## config.mk

```make
export PLATFORM = sky130hd
export DESIGN_NAME = pipe_reg_e
export DESIGN_NICKNAME = d
export VERILOG_FILES = /design/src/rtl/pipe_reg_e_pkg.sv /design/src/rtl/pipe_reg_e_hazard_ctl.sv /design/src/rtl/pipe_reg_e.sv
export SDC_FILE = /design/constraint.sdc
export NUM_CORES = 1
export LEC_CHECK = 0
export CAP_MARGIN = 0
export CORE_ASPECT_RATIO = 1.75
export CORE_MARGIN = 8
export CORE_UTILIZATION = 40
export DETAILED_ROUTE_END_ITERATION = 10
export PLACE_DENSITY = 0.81
export SLEW_MARGIN = 10
export SYNTH_ARGS = -nofsm -noshare
export SYNTH_HDL_FRONTEND = slang
export SYNTH_SLANG_ARGS = --single-unit
```

## constraint.sdc

```tcl
create_clock -name clk -period 2.3 [get_ports clk]
set_input_delay 0.345 -clock clk [delete_from_list [all_inputs] [get_ports clk]]
set_output_delay 0.345 -clock clk [all_outputs]
set_load 0.1 [all_outputs]
```

## src/rtl/pipe_reg_e_pkg.sv

```systemverilog
// Shared pipeline constants for the MIPS core.
// Register, opcode and status encodings used by the D/E stage logic.
package pipe_reg_e_pkg;

    localparam logic [4:0] RNONE = 5'h1F;
    localparam logic [5:0] I_NOP = 6'h00;

    localparam logic [2:0] S_BUB = 3'd0;
    localparam logic [2:0] S_AOK = 3'd1;
    localparam logic [2:0] S_HLT = 3'd2;
    localparam logic [2:0] S_ADR = 3'd3;
    localparam logic [2:0] S_INS = 3'd4;

    // A real source register equal to a real destination register.
    function automatic logic src_hits(input logic [4:0] src,
                                      input logic [4:0] dst);
        return (src != RNONE) && (dst != RNONE) && (src == dst);
    endfunction

endpackage

```

## src/rtl/pipe_reg_e_hazard_ctl.sv

```systemverilog
// Load-use interlock and F/D stall generation.
// Purely combinational; shared with the fetch/decode register control.
module hazard_ctl
    import pipe_reg_e_pkg::*;
(
    input  logic [4:0] d_srcA,
    input  logic [4:0] d_srcB,
    input  logic [4:0] E_dstM,
    input  logic       m_stall,
    output logic       load_use,
    output logic       stall_fd
);

    // Decode needs a value that the load in E has not produced yet.
    always_comb begin
        load_use = src_hits(d_srcA, E_dstM) | src_hits(d_srcB, E_dstM);
        stall_fd = load_use | m_stall;
    end

endmodule

```

## src/rtl/pipe_reg_e.sv

```systemverilog
// Decode-to-execute pipeline register with bubble/stall control
// and a saturating count of inserted bubbles.
module pipe_reg_e
    import pipe_reg_e_pkg::*;
#(
    parameter int W     = 32,
    parameter int CNT_W = 16
) (
    input  logic             clk,
    input  logic             reset,
    input  logic [5:0]       d_icode,
    input  logic [5:0]       d_ifun,
    input  logic [W-1:0]     d_valA,
    input  logic [W-1:0]     d_valB,
    input  logic [W-1:0]     d_imm,
    input  logic [W-1:0]     d_pc,
    input  logic [4:0]       d_srcA,
    input  logic [4:0]       d_srcB,
    input  logic [4:0]       d_dstE,
    input  logic [4:0]       d_dstM,
    input  logic [2:0]       d_stat,
    input  logic             e_mispredict,
    input  logic             m_stall,
    output logic [5:0]       E_icode,
    output logic [5:0]       E_ifun,
    output logic [W-1:0]     E_valA,
    output logic [W-1:0]     E_valB,
    output logic [W-1:0]     E_imm,
    output logic [W-1:0]     E_pc,
    output logic [4:0]       E_srcA,
    output logic [4:0]       E_srcB,
    output logic [4:0]       E_dstE,
    output logic [4:0]       E_dstM,
    output logic [2:0]       E_stat,
    output logic             load_use,
    output logic             stall_fd,
    output logic [CNT_W-1:0] bubble_cnt
);

    logic [5:0]       icode_q, icode_d, ifun_q, ifun_d;
    logic [W-1:0]     valA_q, valA_d, valB_q, valB_d;
    logic [W-1:0]     imm_q, imm_d, pc_q, pc_d;
    logic [4:0]       srcA_q, srcA_d, srcB_q, srcB_d;
    logic [4:0]       dstE_q, dstE_d, dstM_q, dstM_d;
    logic [2:0]       stat_q, stat_d;
    logic [CNT_W-1:0] cnt_q, cnt_d;

    hazard_ctl u_hazard_ctl (
        .d_srcA   (d_srcA),
        .d_srcB   (d_srcB),
        .E_dstM   (dstM_q),
        .m_stall  (m_stall),
        .load_use (load_use),
        .stall_fd (stall_fd)
    );

    // Select hold, bubble or capture; one counter step per bubble.
    always_comb begin
        icode_d = icode_q;
        ifun_d  = ifun_q;
        valA_d  = valA_q;
        valB_d  = valB_q;
        imm_d   = imm_q;
        pc_d    = pc_q;
        srcA_d  = srcA_q;
        srcB_d  = srcB_q;
        dstE_d  = dstE_q;
        dstM_d  = dstM_q;
        stat_d  = stat_q;
        cnt_d   = cnt_q;
        if (m_stall) begin
            cnt_d = cnt_q;
        end else if (e_mispredict || load_use) begin
            icode_d = I_NOP;
            ifun_d  = '0;
            valA_d  = '0;
            valB_d  = '0;
            imm_d   = '0;
            pc_d    = '0;
            srcA_d  = RNONE;
            srcB_d  = RNONE;
            dstE_d  = RNONE;
            dstM_d  = RNONE;
            stat_d  = S_BUB;
            if (cnt_q != {CNT_W{1'b1}}) begin
                cnt_d = cnt_q + CNT_W'(1);
            end
        end else begin
            icode_d = d_icode;
            ifun_d  = d_ifun;
            valA_d  = d_valA;
            valB_d  = d_valB;
            imm_d   = d_imm;
            pc_d    = d_pc;
            srcA_d  = d_srcA;
            srcB_d  = d_srcB;
            dstE_d  = d_dstE;
            dstM_d  = d_dstM;
            stat_d  = d_stat;
        end
    end

    // E-stage register bank; reset loads a bubble and clears the count.
    always_ff @(posedge clk) begin
        if (reset) begin
            icode_q <= I_NOP;
            ifun_q  <= '0;
            valA_q  <= '0;
            valB_q  <= '0;
            imm_q   <= '0;
            pc_q    <= '0;
            srcA_q  <= RNONE;
            srcB_q  <= RNONE;
            dstE_q  <= RNONE;
            dstM_q  <= RNONE;
            stat_q  <= S_BUB;
            cnt_q   <= '0;
        end else begin
            icode_q <= icode_d;
            ifun_q  <= ifun_d;
            valA_q  <= valA_d;
            valB_q  <= valB_d;
            imm_q   <= imm_d;
            pc_q    <= pc_d;
            srcA_q  <= srcA_d;
            srcB_q  <= srcB_d;
            dstE_q  <= dstE_d;
            dstM_q  <= dstM_d;
            stat_q  <= stat_d;
            cnt_q   <= cnt_d;
        end
    end

    assign E_icode    = icode_q;
    assign E_ifun     = ifun_q;
    assign E_valA     = valA_q;
    assign E_valB     = valB_q;
    assign E_imm      = imm_q;
    assign E_pc       = pc_q;
    assign E_srcA     = srcA_q;
    assign E_srcB     = srcB_q;
    assign E_dstE     = dstE_q;
    assign E_dstM     = dstM_q;
    assign E_stat     = stat_q;
    assign bubble_cnt = cnt_q;

endmodule
```

==> impl_metrics.tcl <==
set metrics [dict create \
    vias_per_cell 4.757 \
    synth_top_cell_by_area "sky130_fd_sc_hd__dfxtp_1" \
    timing.rr.end "bubble_cnt[7]" \
    route.vias.total 5904 \
    final_cell_area_um2 10800 \
    tightest_slew_ps 532.4 \
    share_of_layout_cells_above_drive_strength_1 0.2717 \
    layoutNonFillerInstCount 1241 \
    netSwitchingFraction 0.3361 \
    min_period_ps 2233 \
    critical_path_arrival_ps 2590 \
    synth_largest_type_area_fraction 0.5298 \
    yosysUniqueCellTypes 34 \
    mapped_avg_cell_area_um2 10.44 \
    cts-buffers-inserted 17 \
    power.static_leakage_nw 4.924 \
    place_area_um2 10120 \
    cts.hold.buffers_added 0 \
    clock-sinks 179 \
    grt_overflow 0 \
    critical_path_required_ps 2650 \
    placeableCoreArea_um2 16790 \
    synthesis.nets 816 \
    setup_viol 0 \
    finalCoreUtilization 0.6431 \
    power.density_cell_area_nw_per_um2 778.8 \
    clockPowerShare 0.346 \
    dr.first_iter.drc_count 231 \
    net-switching-power_mw 2.826 \
    critical_path.max_fanout 8 \
    chipHeight_um 188.0 \
    pin_count_of_the_biggest_net_entering_global_routing 76 \
    drc 0 \
    launching_point_of_the_worst_reg2reg_path "E_dstM[3]" \
    die_width_um 114.3 \
    grt_usage 0.2012 \
    io_pins 348 \
    firstDrtPassIters 4 \
    dieArea_um2 21490 \
    placed_instances 1202 \
    place_hpwl_um 16590 \
    max_cap_viol_count 0 \
    crit_path_end_kind "flop" \
    timing.clock.skew_ps 6.879 \
    cts.htree.levels 4 \
    final.period_utilization 0.9709 \
    wire_length_of_the_first_global_routing_pass_um 33310 \
    seqPwrFrac 0.397 \
    fin_hold_ws_ps 232.5 \
    io_buffer_count 347 \
    ys_ff_latch 179 \
    synth_cells 648 \
    synth_sequential_area_ratio 0.5298 \
    synth-warning-count 0 \
    tritoncts "done" \
    critical_path.startpoint "d_srcA[2]" \
    cts_buffer_depth 2 \
    finish.net_count 1167 \
    num-fill-cells 1353 \
    min_delay_path_depth 3 \
    outcome "completed" \
    slew_violations 0 \
    r2r_setup_slack_ps 70 \
    hold_viol 0 \
    critPathLaunchType "input pin" \
    cts_root_buffer "sky130_fd_sc_hd__clkbuf_16" \
    critical_path_class "input pin to flop" \
    hold_end "E_dstM[3]" \
    initial_core_util 0.4029 \
    irDropWorstVdd_mv 0.5227 \
    worst_hold_path_type "input pin to flop" \
    first_global_vias 5961 \
    postRouteWirelength_um 21830 \
    netlist_area_um2 6764 \
    clock_latency_on_the_worst_skew_pair_ps 420 \
    p_comb_frac 0.257 \
    drt.antenna.violating_nets 0 \
    gp_routability_congestion 0.8193 \
    clkTransAtPathRegs_ps 70 \
    maxClockFrequency_mhz 447.8 \
    largest_cells_by_area_after_synthesis "sky130_fd_sc_hd__dfxtp_1 (53%), sky130_fd_sc_hd__mux2i_1 (24%), sky130_fd_sc_hd__nor2_1 (8.5%), sky130_fd_sc_hd__buf_6 (1.5%), sky130_fd_sc_hd__nand2_1 (1.4%)" \
    area_growth_pct 59.64 \
    placementRows 63 \
    hold_start "m_stall" \
    antenna_found_initial 2 \
    wl_per_cell_um 17.59 \
    worst-r2r-cell-count 8 \
    max-slew-margin-rel 0.6451 \
    final.setup.tns_ps 0 \
    p_int_mw 5.583 \
]
-- what timing repair did --
item / in CTS / in global routing
gates cloned: 0 / 1
pin swaps: 5 / 2
setup endpoints to repair: 2 / 11
gates resized for setup: 8 / 5
setup buffers: 2 / 2
hold endpoints to repair: 0 / 0
-- cell families (layout without fill, tap and decap cells) --
logic type / count (synthesis) / after routing / share of synthesized area
compound gates: 24 / 24 / 0.02497
other cells: 0 / 2 / 0
flops: 179 / 179 / 0.5298
simple gates: 220 / 220 / 0.1421
xor+xnor: 10 / 10 / 0.01295
buf+inv: 45 / 409 / 0.03718
fa+ha+maj: 1 / 1 / 0.001850
mux: 169 / 169 / 0.2512
-- layout make-up --
| type | instances | area [µm²] | area share |
|---|---|---|---|
| Sequential cell | 179 | 3612 | 0.3345 |
| Timing Repair Buffer | 374 | 3328 | 0.3082 |
| Multi-Input combinational cell | 424 | 2969 | 0.2750 |
| Clock buffer | 21 | 460.4 | 0.04264 |
| Inverter | 3 | 11.26 | 0.001043 |
| Clock inverter | 11 | 127.6 | 0.01182 |
| Antenna cell | 2 | 5.005 | 0.0004635 |
| Tap cell | 227 | 284.0 | 0.02630 |
-- sequential cells by signal, indices dropped and copies added (netlist names) --
signal	count
E_dstE	5
E_dstM	5
E_icode	6
E_ifun	6
E_imm	32
E_pc	32
E_srcA	5
E_srcB	5
E_stat	3
E_valA	32
E_valB	32
bubble_cnt	16
-- routing by layer --
layer / vias up / wire length (µm) / global-route usage
met5: - / 0 / 0
met2: 233 / 11080 / 0.3483
met1: 2727 / 8066 / 0.2027
li1: 2891 / - / -
met3: 53 / 1659 / 0.06731
met4: 0 / 1030 / 0.1221
-- cell usage in the layout, fill, tap and decap left out, types with 3 or more instances in the layout --
cell type,n
sky130_fd_sc_hd__buf_4,198
sky130_fd_sc_hd__clkdlybuf4s50_1,165
sky130_fd_sc_hd__dfxtp_1,164
sky130_fd_sc_hd__mux2i_1,163
sky130_fd_sc_hd__nor2_1,154
sky130_fd_sc_hd__nand2_1,26
sky130_fd_sc_hd__clkbuf_16,17
sky130_fd_sc_hd__dfxtp_2,11
sky130_fd_sc_hd__xor2_1,10
sky130_fd_sc_hd__buf_12,8
sky130_fd_sc_hd__nor2b_1,7
sky130_fd_sc_hd__a21oi_1,7
sky130_fd_sc_hd__nand3_1,6
sky130_fd_sc_hd__mux2_2,6
sky130_fd_sc_hd__o31ai_1,5
sky130_fd_sc_hd__dfxtp_4,4
sky130_fd_sc_hd__inv_1,3
sky130_fd_sc_hd__nand4_1,3
sky130_fd_sc_hd__or3_1,3
sky130_fd_sc_hd__or4_1,3
sky130_fd_sc_hd__o21ai_0,3
sky130_fd_sc_hd__clkinvlp_4,3
sky130_fd_sc_hd__clkbuf_8,3
-- cells in the mapped netlist (all sizes together) --
cell type    n
a211o        2
a211oi       2
a21oi        9
and3         2
and4         1
buf         21
clkbuf      21
dfxtp      179
ha           1
inv          3
mux2         6
mux2i      163
nand2       26
nand2b       1
nand3        6
nand4        3
nor2       155
nor2b        7
nor3         3
nor3b        2
nor4         3
o21a         1
o21ai        3
o21ba        1
o31ai        6
or2          1
or3          4
or3b         1
or4          5
xor2        10
-- through the flow --
| step | worst slack (ps) | total power, mW |
|---|---|---|
| 2_1_floorplan | 7.145 | 4.901 |
| 3_3_place_gp | -240.9 | 5.548 |
| 3_5_place_dp | -274.5 | 5.567 |
| 4_1_cts | 10.76 | 8.503 |
| 5_1_grt | -2.339 | 8.740 |
| 6_report | 66.86 | 8.409 |
-- critical path, stage by stage --
cell	delay [ps]
sky130_fd_sc_hd__clkdlybuf4s50_1	450
sky130_fd_sc_hd__xor2_1	170
sky130_fd_sc_hd__a211o_1	310
sky130_fd_sc_hd__nor4_4	220
sky130_fd_sc_hd__buf_4	180
sky130_fd_sc_hd__o31ai_4	100
sky130_fd_sc_hd__buf_6	160
sky130_fd_sc_hd__or4_4	500
sky130_fd_sc_hd__a21oi_2	140
-- power groups by stage --
stage | clock, mW | sequential [mW] | combinational, mW
after floorplan | 0 | 4.47 | 0.427
after global placement | 0 | 3.40 | 2.15
after detailed placement | 0 | 3.41 | 2.16
after CTS | 3.00 | 3.34 | 2.17
after global routing | 3.14 | 3.35 | 2.24
final | 2.91 | 3.34 | 2.16
-- worst max path at each step --
| stage | to | slack, ps | cells past startpoint |
|---|---|---|---|
| after detailed placement | bubble_cnt[9] | -270 | 8 |
| after floorplan | stall_fd | 7 | 4 |
| after global routing | bubble_cnt[11] | -2 | 8 |
| final | bubble_cnt[7] | 70 | 9 |
| after CTS | bubble_cnt[9] | 10 | 8 |
| after global placement | bubble_cnt[11] | -240 | 8 |
Note: power is estimated with default switching activity, not from simulation.
